==> config.mk <==
export PLATFORM = sky130hd
export DESIGN_NAME = id_ex_stage_flat
export DESIGN_NICKNAME = d
export VERILOG_FILES = /design/src/rtl/rv32im_pkg.sv /design/src/rtl/id_ex_stage_if.sv /design/src/rtl/forward_unit.sv /design/src/rtl/id_ex_stage.sv /design/src/flat_wrapper.sv
export SDC_FILE = /design/constraint.sdc
export NUM_CORES = 1
export LEC_CHECK = 0
export ABC_AREA = 1
export CAP_MARGIN = 20
export CORE_MARGIN = 2
export CORE_UTILIZATION = 45
export CTS_BUF_LIST = sky130_fd_sc_hd__clkbuf_8
export DETAILED_ROUTE_END_ITERATION = 12
export GPL_TIMING_DRIVEN = 0
export PLACE_DENSITY = 0.8
export RECOVER_POWER = 25
export SLEW_MARGIN = 20
export SYNTH_ARGS = -nofsm -noshare
export SYNTH_HDL_FRONTEND = slang
export SYNTH_HIERARCHICAL = 1
export SYNTH_SLANG_ARGS = --single-unit
==> constraint.sdc <==
create_clock -name CLK -period 1.91 [get_ports CLK]
set_input_delay 0.191 -clock CLK [delete_from_list [all_inputs] [get_ports CLK]]
set_output_delay 0.191 -clock CLK [all_outputs]
set_load 0.01 [all_outputs]
==> src/rtl/rv32im_pkg.sv <==
`default_nettype none
// ============================================================================
//  Module      : rv32im_pkg
//  Description : Shared RV32IM decode/execute definitions: ALU operation
//                encodings, forwarding source enum, register index helpers.
//  Revision    : 1.0 - initial release
// ============================================================================
package rv32im_pkg;

  localparam int unsigned REG_ADDR_W = 5;
  localparam int unsigned ALU_SEL_W  = 5;

  // ALU operation codes carried from decode to execute.
  typedef enum logic [ALU_SEL_W-1:0] {
    ALU_ADD    = 5'b00000,
    ALU_MUL    = 5'b00001,
    ALU_SUB    = 5'b00010,
    ALU_SLL    = 5'b00100,
    ALU_MULH   = 5'b00101,
    ALU_SLT    = 5'b01000,
    ALU_MULHSU = 5'b01001,
    ALU_SLTU   = 5'b01100,
    ALU_MULHU  = 5'b01101,
    ALU_XOR    = 5'b10000,
    ALU_DIV    = 5'b10001,
    ALU_SRL    = 5'b10100,
    ALU_DIVU   = 5'b10101,
    ALU_SRA    = 5'b10110,
    ALU_OR     = 5'b11000,
    ALU_REM    = 5'b11001,
    ALU_AND    = 5'b11100,
    ALU_REMU   = 5'b11101
  } alu_sel_e;

  // Where an execute-stage source operand is taken from.
  typedef enum logic [1:0] {
    FWD_REG = 2'd0,
    FWD_MEM = 2'd1,
    FWD_WB  = 2'd2
  } fwd_src_e;

  // True when a writer targeting dst produces the register read as src.
  // x0 is hard-wired to zero, so it never matches.
  function automatic logic addr_match(input logic [REG_ADDR_W-1:0] dst,
                                      input logic [REG_ADDR_W-1:0] src);
    return (dst != '0) && (dst == src);
  endfunction

endpackage
`default_nettype wire

==> src/rtl/id_ex_stage_if.sv <==
`default_nettype none
// ============================================================================
//  Module      : id_ex_stage_if
//  Description : Bundle of decode inputs, bypass sources, pipeline control
//                and execute-stage outputs of the ID/EX pipeline register.
//  Ports       : master - upstream/downstream pipeline side
//                slave  - the id_ex_stage itself
//  Revision    : 1.0 - initial release
// ============================================================================
interface id_ex_stage_if
  import rv32im_pkg::*;
#(
  parameter int XLEN = 32
);
  // Decode slot
  logic                  ID_VALID;
  logic [XLEN-1:0]       ID_PC;
  logic [XLEN-1:0]       ID_RS1_DATA;
  logic [XLEN-1:0]       ID_RS2_DATA;
  logic [XLEN-1:0]       ID_IMM;
  logic [REG_ADDR_W-1:0] ID_RS1_ADDR;
  logic [REG_ADDR_W-1:0] ID_RS2_ADDR;
  logic [REG_ADDR_W-1:0] ID_RD_ADDR;
  logic [ALU_SEL_W-1:0]  ID_ALU_SELECT;
  logic                  ID_OP1_PC;
  logic                  ID_OP2_IMM;
  logic                  ID_MEM_READ;
  logic                  ID_MEM_WRITE;
  logic                  ID_REG_WRITE;
  // Bypass sources
  logic [REG_ADDR_W-1:0] MEM_RD_ADDR;
  logic                  MEM_REG_WRITE;
  logic [XLEN-1:0]       MEM_RESULT;
  logic [REG_ADDR_W-1:0] WB_RD_ADDR;
  logic                  WB_REG_WRITE;
  logic [XLEN-1:0]       WB_RESULT;
  // Pipeline control
  logic                  FLUSH;
  logic                  HOLD;
  // Execute stage outputs
  logic [XLEN-1:0]       DATA1;
  logic [XLEN-1:0]       DATA2;
  logic [ALU_SEL_W-1:0]  SELECT;
  logic                  EX_VALID;
  logic                  EX_MEM_READ;
  logic                  EX_MEM_WRITE;
  logic                  EX_REG_WRITE;
  logic [REG_ADDR_W-1:0] EX_RD_ADDR;
  logic [XLEN-1:0]       EX_PC;
  logic [XLEN-1:0]       EX_STORE_DATA;
  logic                  STALL;
  logic [31:0]           BUBBLE_COUNT;

  modport master (
    output ID_VALID, ID_PC, ID_RS1_DATA, ID_RS2_DATA, ID_IMM,
           ID_RS1_ADDR, ID_RS2_ADDR, ID_RD_ADDR, ID_ALU_SELECT,
           ID_OP1_PC, ID_OP2_IMM, ID_MEM_READ, ID_MEM_WRITE, ID_REG_WRITE,
           MEM_RD_ADDR, MEM_REG_WRITE, MEM_RESULT,
           WB_RD_ADDR, WB_REG_WRITE, WB_RESULT, FLUSH, HOLD,
    input  DATA1, DATA2, SELECT, EX_VALID, EX_MEM_READ, EX_MEM_WRITE,
           EX_REG_WRITE, EX_RD_ADDR, EX_PC, EX_STORE_DATA, STALL, BUBBLE_COUNT
  );

  modport slave (
    input  ID_VALID, ID_PC, ID_RS1_DATA, ID_RS2_DATA, ID_IMM,
           ID_RS1_ADDR, ID_RS2_ADDR, ID_RD_ADDR, ID_ALU_SELECT,
           ID_OP1_PC, ID_OP2_IMM, ID_MEM_READ, ID_MEM_WRITE, ID_REG_WRITE,
           MEM_RD_ADDR, MEM_REG_WRITE, MEM_RESULT,
           WB_RD_ADDR, WB_REG_WRITE, WB_RESULT, FLUSH, HOLD,
    output DATA1, DATA2, SELECT, EX_VALID, EX_MEM_READ, EX_MEM_WRITE,
           EX_REG_WRITE, EX_RD_ADDR, EX_PC, EX_STORE_DATA, STALL, BUBBLE_COUNT
  );

endinterface
`default_nettype wire

==> src/rtl/forward_unit.sv <==
`default_nettype none
// ============================================================================
//  Module      : forward_unit
//  Description : Selects the freshest value of one source register from the
//                EX/MEM result, the MEM/WB result or the registered read data.
//  Ports       : rs_addr/reg_data        - operand index and register value
//                mem_* / wb_*            - bypass sources
//                fwd_data                - resolved operand value
//  Revision    : 1.0 - initial release
// ============================================================================
module forward_unit
  import rv32im_pkg::*;
#(
  parameter int XLEN = 32
) (
  input  logic [REG_ADDR_W-1:0] rs_addr,
  input  logic [XLEN-1:0]       reg_data,
  input  logic [REG_ADDR_W-1:0] mem_rd_addr,
  input  logic                  mem_reg_write,
  input  logic [XLEN-1:0]       mem_result,
  input  logic [REG_ADDR_W-1:0] wb_rd_addr,
  input  logic                  wb_reg_write,
  input  logic [XLEN-1:0]       wb_result,
  output logic [XLEN-1:0]       fwd_data
);

  fwd_src_e fwd_src;

  // The MEM stage holds the younger result, so it is checked first.
  always_comb begin
    fwd_src = FWD_REG;
    if (mem_reg_write && addr_match(mem_rd_addr, rs_addr)) begin
      fwd_src = FWD_MEM;
    end else if (wb_reg_write && addr_match(wb_rd_addr, rs_addr)) begin
      fwd_src = FWD_WB;
    end
  end

  always_comb begin
    fwd_data = reg_data;
    case (fwd_src)
      FWD_MEM: fwd_data = mem_result;
      FWD_WB:  fwd_data = wb_result;
      default: fwd_data = reg_data;
    endcase
  end

endmodule
`default_nettype wire

==> src/rtl/id_ex_stage.sv <==
`default_nettype none
// ============================================================================
//  Module      : id_ex_stage
//  Description : ID/EX pipeline register with load-use hazard detection,
//                bubble insertion, flush/hold control and operand bypassing.
//  Ports       : CLK, RESET  - clock, synchronous active-high reset
//                bus (slave) - decode inputs, bypass sources, FLUSH/HOLD,
//                              ALU operands, EX control, STALL, BUBBLE_COUNT
//  Revision    : 1.0 - initial release
// ============================================================================
module id_ex_stage
  import rv32im_pkg::*;
#(
  parameter int XLEN = 32
) (
  input  logic         CLK,
  input  logic         RESET,
  id_ex_stage_if.slave bus
);

  logic                  valid_q,        valid_d;
  logic                  mem_read_q,     mem_read_d;
  logic                  mem_write_q,    mem_write_d;
  logic                  reg_write_q,    reg_write_d;
  logic                  op1_pc_q,       op1_pc_d;
  logic                  op2_imm_q,      op2_imm_d;
  logic [ALU_SEL_W-1:0]  select_q,       select_d;
  logic [REG_ADDR_W-1:0] rd_addr_q,      rd_addr_d;
  logic [REG_ADDR_W-1:0] rs1_addr_q,     rs1_addr_d;
  logic [REG_ADDR_W-1:0] rs2_addr_q,     rs2_addr_d;
  logic [XLEN-1:0]       pc_q,           pc_d;
  logic [XLEN-1:0]       rs1_data_q,     rs1_data_d;
  logic [XLEN-1:0]       rs2_data_q,     rs2_data_d;
  logic [XLEN-1:0]       imm_q,          imm_d;
  logic [31:0]           bubble_count_q, bubble_count_d;

  logic                  stall;
  logic                  capture;
  logic                  bubble;
  logic [XLEN-1:0]       rs1_fwd;
  logic [XLEN-1:0]       rs2_fwd;

  // A load in EX cannot supply its data to the instruction behind it in time,
  // so decode must wait one cycle. A flush kills decode, so no wait is needed.
  always_comb begin
    stall = valid_q && mem_read_q && bus.ID_VALID && !bus.FLUSH &&
            (addr_match(rd_addr_q, bus.ID_RS1_ADDR) ||
             addr_match(rd_addr_q, bus.ID_RS2_ADDR));
  end

  // Edge priority below RESET: FLUSH, HOLD, STALL, then normal capture.
  always_comb begin
    capture = 1'b0;
    bubble  = 1'b0;
    bubble_count_d = bubble_count_q;
    if (bus.FLUSH) begin
      bubble = 1'b1;
    end else if (bus.HOLD) begin
      bubble = 1'b0;
    end else if (stall) begin
      bubble = 1'b1;
      bubble_count_d = bubble_count_q + 32'd1;
    end else begin
      capture = 1'b1;
    end
  end

  always_comb begin
    valid_d     = valid_q;
    mem_read_d  = mem_read_q;
    mem_write_d = mem_write_q;
    reg_write_d = reg_write_q;
    op1_pc_d    = op1_pc_q;
    op2_imm_d   = op2_imm_q;
    select_d    = select_q;
    rd_addr_d   = rd_addr_q;
    rs1_addr_d  = rs1_addr_q;
    rs2_addr_d  = rs2_addr_q;
    pc_d        = pc_q;
    rs1_data_d  = rs1_data_q;
    rs2_data_d  = rs2_data_q;
    imm_d       = imm_q;
    if (capture) begin
      // An empty decode slot enters EX as a bubble: control masked off.
      valid_d     = bus.ID_VALID;
      mem_read_d  = bus.ID_MEM_READ  && bus.ID_VALID;
      mem_write_d = bus.ID_MEM_WRITE && bus.ID_VALID;
      reg_write_d = bus.ID_REG_WRITE && bus.ID_VALID;
      select_d    = bus.ID_VALID ? bus.ID_ALU_SELECT : ALU_ADD;
      rd_addr_d   = bus.ID_VALID ? bus.ID_RD_ADDR : '0;
      op1_pc_d    = bus.ID_OP1_PC;
      op2_imm_d   = bus.ID_OP2_IMM;
      rs1_addr_d  = bus.ID_RS1_ADDR;
      rs2_addr_d  = bus.ID_RS2_ADDR;
      pc_d        = bus.ID_PC;
      rs1_data_d  = bus.ID_RS1_DATA;
      rs2_data_d  = bus.ID_RS2_DATA;
      imm_d       = bus.ID_IMM;
    end else if (bubble) begin
      // Data fields of a bubble are meaningless and simply left as they were.
      valid_d     = 1'b0;
      mem_read_d  = 1'b0;
      mem_write_d = 1'b0;
      reg_write_d = 1'b0;
      select_d    = ALU_ADD;
      rd_addr_d   = '0;
    end
  end

  always_ff @(posedge CLK) begin
    if (RESET) begin
      valid_q        <= 1'b0;
      mem_read_q     <= 1'b0;
      mem_write_q    <= 1'b0;
      reg_write_q    <= 1'b0;
      op1_pc_q       <= 1'b0;
      op2_imm_q      <= 1'b0;
      select_q       <= ALU_ADD;
      rd_addr_q      <= '0;
      rs1_addr_q     <= '0;
      rs2_addr_q     <= '0;
      pc_q           <= '0;
      rs1_data_q     <= '0;
      rs2_data_q     <= '0;
      imm_q          <= '0;
      bubble_count_q <= '0;
    end else begin
      valid_q        <= valid_d;
      mem_read_q     <= mem_read_d;
      mem_write_q    <= mem_write_d;
      reg_write_q    <= reg_write_d;
      op1_pc_q       <= op1_pc_d;
      op2_imm_q      <= op2_imm_d;
      select_q       <= select_d;
      rd_addr_q      <= rd_addr_d;
      rs1_addr_q     <= rs1_addr_d;
      rs2_addr_q     <= rs2_addr_d;
      pc_q           <= pc_d;
      rs1_data_q     <= rs1_data_d;
      rs2_data_q     <= rs2_data_d;
      imm_q          <= imm_d;
      bubble_count_q <= bubble_count_d;
    end
  end

  // Bypass is resolved after the register so late MEM/WB results, including
  // those arriving while the stage is held, reach the ALU operands.
  forward_unit #(.XLEN(XLEN)) u_fwd_rs1 (
    .rs_addr       (rs1_addr_q),
    .reg_data      (rs1_data_q),
    .mem_rd_addr   (bus.MEM_RD_ADDR),
    .mem_reg_write (bus.MEM_REG_WRITE),
    .mem_result    (bus.MEM_RESULT),
    .wb_rd_addr    (bus.WB_RD_ADDR),
    .wb_reg_write  (bus.WB_REG_WRITE),
    .wb_result     (bus.WB_RESULT),
    .fwd_data      (rs1_fwd)
  );

  forward_unit #(.XLEN(XLEN)) u_fwd_rs2 (
    .rs_addr       (rs2_addr_q),
    .reg_data      (rs2_data_q),
    .mem_rd_addr   (bus.MEM_RD_ADDR),
    .mem_reg_write (bus.MEM_REG_WRITE),
    .mem_result    (bus.MEM_RESULT),
    .wb_rd_addr    (bus.WB_RD_ADDR),
    .wb_reg_write  (bus.WB_REG_WRITE),
    .wb_result     (bus.WB_RESULT),
    .fwd_data      (rs2_fwd)
  );

  assign bus.DATA1         = op1_pc_q  ? pc_q  : rs1_fwd;
  assign bus.DATA2         = op2_imm_q ? imm_q : rs2_fwd;
  assign bus.EX_STORE_DATA = rs2_fwd;
  assign bus.SELECT        = select_q;
  assign bus.EX_VALID      = valid_q;
  assign bus.EX_MEM_READ   = mem_read_q;
  assign bus.EX_MEM_WRITE  = mem_write_q;
  assign bus.EX_REG_WRITE  = reg_write_q;
  assign bus.EX_RD_ADDR    = rd_addr_q;
  assign bus.EX_PC         = pc_q;
  assign bus.STALL         = stall;
  assign bus.BUBBLE_COUNT  = bubble_count_q;

endmodule
`default_nettype wire

==> src/flat_wrapper.sv <==
// flat-port wrapper written by rule: the top's interface ports become plain ports
module id_ex_stage_flat import rv32im_pkg::*;
#(
  parameter int XLEN = 32
)
  (CLK, RESET, bus_ID_VALID, bus_ID_PC, bus_ID_RS1_DATA, bus_ID_RS2_DATA, bus_ID_IMM, bus_ID_RS1_ADDR, bus_ID_RS2_ADDR, bus_ID_RD_ADDR, bus_ID_ALU_SELECT, bus_ID_OP1_PC, bus_ID_OP2_IMM, bus_ID_MEM_READ, bus_ID_MEM_WRITE, bus_ID_REG_WRITE, bus_MEM_RD_ADDR, bus_MEM_REG_WRITE, bus_MEM_RESULT, bus_WB_RD_ADDR, bus_WB_REG_WRITE, bus_WB_RESULT, bus_FLUSH, bus_HOLD, bus_DATA1, bus_DATA2, bus_SELECT, bus_EX_VALID, bus_EX_MEM_READ, bus_EX_MEM_WRITE, bus_EX_REG_WRITE, bus_EX_RD_ADDR, bus_EX_PC, bus_EX_STORE_DATA, bus_STALL, bus_BUBBLE_COUNT);
  id_ex_stage_if #(.XLEN(XLEN)) bus_i ();
  input  logic CLK;
  input  logic RESET;
  input wire logic [$bits(bus_i.ID_VALID)-1:0] bus_ID_VALID;
  input wire logic [$bits(bus_i.ID_PC)-1:0] bus_ID_PC;
  input wire logic [$bits(bus_i.ID_RS1_DATA)-1:0] bus_ID_RS1_DATA;
  input wire logic [$bits(bus_i.ID_RS2_DATA)-1:0] bus_ID_RS2_DATA;
  input wire logic [$bits(bus_i.ID_IMM)-1:0] bus_ID_IMM;
  input wire logic [$bits(bus_i.ID_RS1_ADDR)-1:0] bus_ID_RS1_ADDR;
  input wire logic [$bits(bus_i.ID_RS2_ADDR)-1:0] bus_ID_RS2_ADDR;
  input wire logic [$bits(bus_i.ID_RD_ADDR)-1:0] bus_ID_RD_ADDR;
  input wire logic [$bits(bus_i.ID_ALU_SELECT)-1:0] bus_ID_ALU_SELECT;
  input wire logic [$bits(bus_i.ID_OP1_PC)-1:0] bus_ID_OP1_PC;
  input wire logic [$bits(bus_i.ID_OP2_IMM)-1:0] bus_ID_OP2_IMM;
  input wire logic [$bits(bus_i.ID_MEM_READ)-1:0] bus_ID_MEM_READ;
  input wire logic [$bits(bus_i.ID_MEM_WRITE)-1:0] bus_ID_MEM_WRITE;
  input wire logic [$bits(bus_i.ID_REG_WRITE)-1:0] bus_ID_REG_WRITE;
  input wire logic [$bits(bus_i.MEM_RD_ADDR)-1:0] bus_MEM_RD_ADDR;
  input wire logic [$bits(bus_i.MEM_REG_WRITE)-1:0] bus_MEM_REG_WRITE;
  input wire logic [$bits(bus_i.MEM_RESULT)-1:0] bus_MEM_RESULT;
  input wire logic [$bits(bus_i.WB_RD_ADDR)-1:0] bus_WB_RD_ADDR;
  input wire logic [$bits(bus_i.WB_REG_WRITE)-1:0] bus_WB_REG_WRITE;
  input wire logic [$bits(bus_i.WB_RESULT)-1:0] bus_WB_RESULT;
  input wire logic [$bits(bus_i.FLUSH)-1:0] bus_FLUSH;
  input wire logic [$bits(bus_i.HOLD)-1:0] bus_HOLD;
  output wire logic [$bits(bus_i.DATA1)-1:0] bus_DATA1;
  output wire logic [$bits(bus_i.DATA2)-1:0] bus_DATA2;
  output wire logic [$bits(bus_i.SELECT)-1:0] bus_SELECT;
  output wire logic [$bits(bus_i.EX_VALID)-1:0] bus_EX_VALID;
  output wire logic [$bits(bus_i.EX_MEM_READ)-1:0] bus_EX_MEM_READ;
  output wire logic [$bits(bus_i.EX_MEM_WRITE)-1:0] bus_EX_MEM_WRITE;
  output wire logic [$bits(bus_i.EX_REG_WRITE)-1:0] bus_EX_REG_WRITE;
  output wire logic [$bits(bus_i.EX_RD_ADDR)-1:0] bus_EX_RD_ADDR;
  output wire logic [$bits(bus_i.EX_PC)-1:0] bus_EX_PC;
  output wire logic [$bits(bus_i.EX_STORE_DATA)-1:0] bus_EX_STORE_DATA;
  output wire logic [$bits(bus_i.STALL)-1:0] bus_STALL;
  output wire logic [$bits(bus_i.BUBBLE_COUNT)-1:0] bus_BUBBLE_COUNT;
  assign bus_i.ID_VALID = bus_ID_VALID;
  assign bus_i.ID_PC = bus_ID_PC;
  assign bus_i.ID_RS1_DATA = bus_ID_RS1_DATA;
  assign bus_i.ID_RS2_DATA = bus_ID_RS2_DATA;
  assign bus_i.ID_IMM = bus_ID_IMM;
  assign bus_i.ID_RS1_ADDR = bus_ID_RS1_ADDR;
  assign bus_i.ID_RS2_ADDR = bus_ID_RS2_ADDR;
  assign bus_i.ID_RD_ADDR = bus_ID_RD_ADDR;
  assign bus_i.ID_ALU_SELECT = bus_ID_ALU_SELECT;
  assign bus_i.ID_OP1_PC = bus_ID_OP1_PC;
  assign bus_i.ID_OP2_IMM = bus_ID_OP2_IMM;
  assign bus_i.ID_MEM_READ = bus_ID_MEM_READ;
  assign bus_i.ID_MEM_WRITE = bus_ID_MEM_WRITE;
  assign bus_i.ID_REG_WRITE = bus_ID_REG_WRITE;
  assign bus_i.MEM_RD_ADDR = bus_MEM_RD_ADDR;
  assign bus_i.MEM_REG_WRITE = bus_MEM_REG_WRITE;
  assign bus_i.MEM_RESULT = bus_MEM_RESULT;
  assign bus_i.WB_RD_ADDR = bus_WB_RD_ADDR;
  assign bus_i.WB_REG_WRITE = bus_WB_REG_WRITE;
  assign bus_i.WB_RESULT = bus_WB_RESULT;
  assign bus_i.FLUSH = bus_FLUSH;
  assign bus_i.HOLD = bus_HOLD;
  assign bus_DATA1 = bus_i.DATA1;
  assign bus_DATA2 = bus_i.DATA2;
  assign bus_SELECT = bus_i.SELECT;
  assign bus_EX_VALID = bus_i.EX_VALID;
  assign bus_EX_MEM_READ = bus_i.EX_MEM_READ;
  assign bus_EX_MEM_WRITE = bus_i.EX_MEM_WRITE;
  assign bus_EX_REG_WRITE = bus_i.EX_REG_WRITE;
  assign bus_EX_RD_ADDR = bus_i.EX_RD_ADDR;
  assign bus_EX_PC = bus_i.EX_PC;
  assign bus_EX_STORE_DATA = bus_i.EX_STORE_DATA;
  assign bus_STALL = bus_i.STALL;
  assign bus_BUBBLE_COUNT = bus_i.BUBBLE_COUNT;
  id_ex_stage #(.XLEN(XLEN)) u_core (.CLK(CLK), .RESET(RESET), .bus(bus_i));
endmodule
==> metrics.txt <==
# TYPE chip_impl_metric gauge
chip_impl_metric{name="detail_route.first_pass.iterations",unit=""} 6
chip_impl_metric{name="boundaryPins",unit=""} 409
chip_impl_metric{name="place_inst",unit=""} 2295
chip_impl_metric{name="antenna_found_initial",unit=""} 10
chip_impl_metric{name="critPathMaxStageDelay",unit="ns"} 0.39
chip_impl_info{name="criticalPathCategory",value="reg2out"} 1
chip_impl_metric{name="max_cap_violations",unit=""} 0
chip_impl_metric{name="post_route_cells_drive_above_1_share",unit="%"} 30.61
chip_impl_metric{name="grt_first_pass_wirelength",unit="mm"} 76.42
chip_impl_metric{name="synth_enable_flop_cells",unit=""} 0
chip_impl_metric{name="synthesis.area_per_instance",unit="sq um"} 6.825
chip_impl_metric{name="crit_required",unit="ns"} 1.72
chip_impl_metric{name="fin_worst_hold_slack",unit="ns"} 0.2637
chip_impl_metric{name="synth-seq-area-share",unit="%"} 34.77
chip_impl_metric{name="drc_errors",unit=""} 0
chip_impl_info{name="tritoncts",value="built"} 1
chip_impl_metric{name="timing.fmax",unit="MHz"} 377.2
chip_impl_metric{name="synthCells",unit=""} 1569
chip_impl_metric{name="multiInputGateArea",unit="sq um"} 8026
chip_impl_info{name="clock-root-buffer",value="sky130_fd_sc_hd__clkbuf_8"} 1
chip_impl_metric{name="grt_pass1_vias",unit=""} 13290
chip_impl_metric{name="cp_num_buf_inv",unit=""} 4
chip_impl_metric{name="worst_slew_margin_rel",unit="%"} 39.28
chip_impl_metric{name="hpwl_dp",unit="mm"} 38.27
chip_impl_metric{name="postSynth.asyncResetShare",unit="%"} 0
chip_impl_metric{name="globalRouteOverflowTotal",unit=""} 0
chip_impl_metric{name="coreArea",unit="sq um"} 23400
chip_impl_info{name="layout_common_cells",value="366 x sky130_fd_sc_hd__nand2_1, 251 x sky130_fd_sc_hd__clkdlybuf4s50_1, 227 x sky130_fd_sc_hd__nand3_1"} 1
chip_impl_info{name="critical_path.slowest_cell",value="sky130_fd_sc_hd__dfxtp_2"} 1
chip_impl_metric{name="gr-usage-all-layers",unit="%"} 40.14
chip_impl_metric{name="floorplan.initialDensity",unit="%"} 45.76
chip_impl_info{name="critical-path-top-cell-by-count",value="sky130_fd_sc_hd__buf_6"} 1
chip_impl_metric{name="dpl_cell_area",unit="sq um"} 15180
chip_impl_metric{name="synth.cell_area",unit="sq um"} 10710
chip_impl_metric{name="netlist-cell-type-count",unit=""} 28
chip_impl_metric{name="layout.filler_cells",unit=""} 1544
chip_impl_metric{name="yosys_register_bits",unit=""} 186
chip_impl_metric{name="cts_num_sinks",unit=""} 186
chip_impl_metric{name="route.detailed.wl_per_inst",unit="um"} 24.11
chip_impl_metric{name="timing.final.setup_violations",unit=""} 126
chip_impl_metric{name="flow.area_growth_from_synthesis",unit="%"} 76.77
chip_impl_metric{name="port_buffers",unit=""} 407
chip_impl_metric{name="clk-insertion-delay-late",unit="ns"} 0.49
chip_impl_info{name="min_path_type",value="in2reg"} 1
chip_impl_metric{name="critical_path_peak_fanout",unit=""} 5
chip_impl_metric{name="final.min_clock_period",unit="ns"} 2.651
chip_impl_info{name="critical-path-top-delay-family",value="simple AND/OR/NAND/NOR gates"} 1
chip_impl_metric{name="worstMarginPinSlew",unit="ns"} 0.9109
chip_impl_metric{name="fp.dieW",unit="um"} 158.3
chip_impl_metric{name="fin_crit_sh",unit="%"} 138.8
chip_impl_info{name="end_kind",value="output port"} 1
chip_impl_metric{name="fp.dieH",unit="um"} 158.3
chip_impl_metric{name="final-instance-count-excl-fill",unit=""} 2425
chip_impl_metric{name="post-place-ws",unit="ns"} -1.316
chip_impl_metric{name="stdcell_area",unit="sq um"} 18930
chip_impl_info{name="start_kind",value="register"} 1
chip_impl_metric{name="dieArea",unit="sq um"} 25050
chip_impl_info{name="dominantRegCellSynth",value="sky130_fd_sc_hd__dfxtp_1"} 1
chip_impl_metric{name="fin_nets",unit=""} 2316
chip_impl_metric{name="area.sequential",unit="sq um"} 3755
chip_impl_info{name="layout_commonest_cell",value="sky130_fd_sc_hd__nand2_1"} 1
chip_impl_metric{name="numCtsBuffers",unit=""} 17
chip_impl_info{name="run_status",value="finished with violations"} 1
chip_impl_metric{name="timing.critical_path.arrival",unit="ns"} 2.46
chip_impl_metric{name="clockBufferDepth",unit=""} 2
chip_impl_metric{name="finalWeightedCongestion",unit=""} 0.9853
chip_impl_info{name="grt_setup_unrepaired",value="true"} 1
chip_impl_metric{name="final.setup_skew",unit="ns"} 0.01680
chip_impl_metric{name="grt_start_max_net_pins",unit=""} 20
chip_impl_metric{name="placementRows",unit=""} 56
chip_impl_metric{name="final_critical_path_setup_slack",unit="ns"} -0.7408
chip_impl_metric{name="num_vias",unit=""} 14980
chip_impl_metric{name="timing.final.max_slew_violations",unit=""} 0
chip_impl_metric{name="p_leak",unit="nW"} 7.561
chip_impl_metric{name="detailedRoute.firstIterationViolations",unit=""} 1920
chip_impl_metric{name="pwr_density_cell",unit="nW/um^2"} 503.6
chip_impl_metric{name="ir_worst_vdd",unit="mV"} 0.4914
chip_impl_metric{name="finalWirelength",unit="mm"} 58.47
chip_impl_info{name="path_cells",value="inv_2 -> a21boi_2 -> nand2_2 -> nor2_4 -> buf_6 -> nand3_4 -> buf_6 -> nand3_2 -> nand3_2 -> mux2_4 -> buf_6"} 1
chip_impl_metric{name="clock_slew_at_the_register_clock_pins_of_the_worst_setup_and_hold_paths",unit="ns"} 0.13
chip_impl_info{name="failing_checks",value="negative setup slack"} 1
chip_impl_metric{name="cts-htree-levels",unit=""} 4
chip_impl_metric{name="timing_hold_violations_final",unit=""} 0
chip_impl_metric{name="synth_fp_nets",unit=""} 1804
chip_impl_metric{name="ant_nets",unit=""} 0
chip_impl_metric{name="post_drt_via_cell_ratio",unit=""} 6.177
chip_impl_metric{name="yosys_warnings",unit=""} 6
final timing paths:
path | start | to | slack [ns] | cells after the start
hold / removal | bus_ID_IMM[4] | u_core/imm_q[4] | 0.26 | 3
setup reg to reg | u_core/bus.EX_RD_ADDR[1] | u_core/rs2_data_q[25] | -0.34 | 11
hold reg to reg | u_core/imm_q[29] | u_core/imm_q[29] | 0.47 | 2
setup / recovery | u_core/rs1_addr_q[3] | bus_DATA1[14] | -0.74 | 11
cell families after synthesis:
group           share of synthesized area [%]
xor+xnor                                1.309
fa+ha+maj                              0.1168
flops                                   34.77
simple gates                            39.92
mux                                     6.730
buf+inv                                 7.957
compound gates                          9.195
cell type report:
type	instances	area share, %
well taps	319	2.108
multi-input cells	1216	42.40
flip-flops and latches	186	19.83
clock inverters	15	0.9385
plain buffers	121	4.977
diodes	12	0.1586
clock buffers	17	1.236
inverters	46	0.9253
repair buffers	493	27.42
cell usage after synthesis (all sizes together), types with 2 or more instances:
master / n / area [sq um]
nor2: 79 / 326.6
nand3b: 28 / 210.2
a21boi: 2 / 15.01
nand2: 381 / 1443
or2: 2 / 12.51
xor2: 8 / 70.07
o21ai: 4 / 20.02
xnor2: 8 / 70.07
nand4: 9 / 56.30
inv: 46 / 172.7
buf: 77 / 503.0
dfxtp: 186 / 3724
mux2: 64 / 720.7
a21oi: 189 / 949.7
nand3: 437 / 2222
clkbuf: 47 / 176.4
timing repair:
| item | 4_1_cts | 5_1_grt |
|---|---|---|
| hold buffers | 0 | 0 |
| buffers inserted | 46 | 31 |
| gates cloned | 14 | 5 |
| setup endpoints to repair | 230 | 266 |
| pin swaps | 53 | 69 |
| gates resized for setup | 755 | 334 |
worst reg2reg max path, stage by stage (launching register included):
cell and delay [ns]:
sky130_fd_sc_hd__dfxtp_4 0.39, sky130_fd_sc_hd__xor2_1 0.18, sky130_fd_sc_hd__nor2_2 0.06, sky130_fd_sc_hd__nand3_1 0.12, sky130_fd_sc_hd__buf_2 0.19, sky130_fd_sc_hd__nand2_8 0.06
sky130_fd_sc_hd__nand2_4 0.08, sky130_fd_sc_hd__buf_8 0.16, sky130_fd_sc_hd__buf_12 0.17, sky130_fd_sc_hd__buf_8 0.16, sky130_fd_sc_hd__nand3_1 0.08, sky130_fd_sc_hd__a21oi_1 0.48
routing by layer:
metal / vias to the layer above / global-route usage (%) / part of all wire (%)
met5: - / 0 / 0.048
li1: 6409 / - / -
met2: 1223 / 64.62 / 45
met1: 6995 / 48.94 / 34
met4: 4 / 23.90 / 7.8
met3: 348 / 9.390 / 13
registers in the layout (all words and copies together), names as in the netlist, 32 cells and up:
signal	count
u_core/bus.BUBBLE_COUNT	32
u_core/bus.EX_PC	32
u_core/imm_q	32
u_core/rs1_data_q	32
u_core/rs2_data_q	32
stage by stage:
stage / power [mW] / setup TNS [ns] / util, %
after floorplan: 4.973 / 0 / -
final: 9.534 / -57.54 / 80.89
after global routing: 9.795 / -71.98 / 80.86
after CTS: 9.116 / -51.34 / 74.32
after detailed placement: 6.141 / -213.02 / 64.87
after global placement: 6.123 / -204.68 / 64.87
power breakdown:
group	leakage, nW	switching [mW]	internal, mW
combinational	5.83	1.22	1.30
clock	0.206	1.75	1.11
sequential	1.52	0.136	4.02
Power figures use the tool's default switching activity.
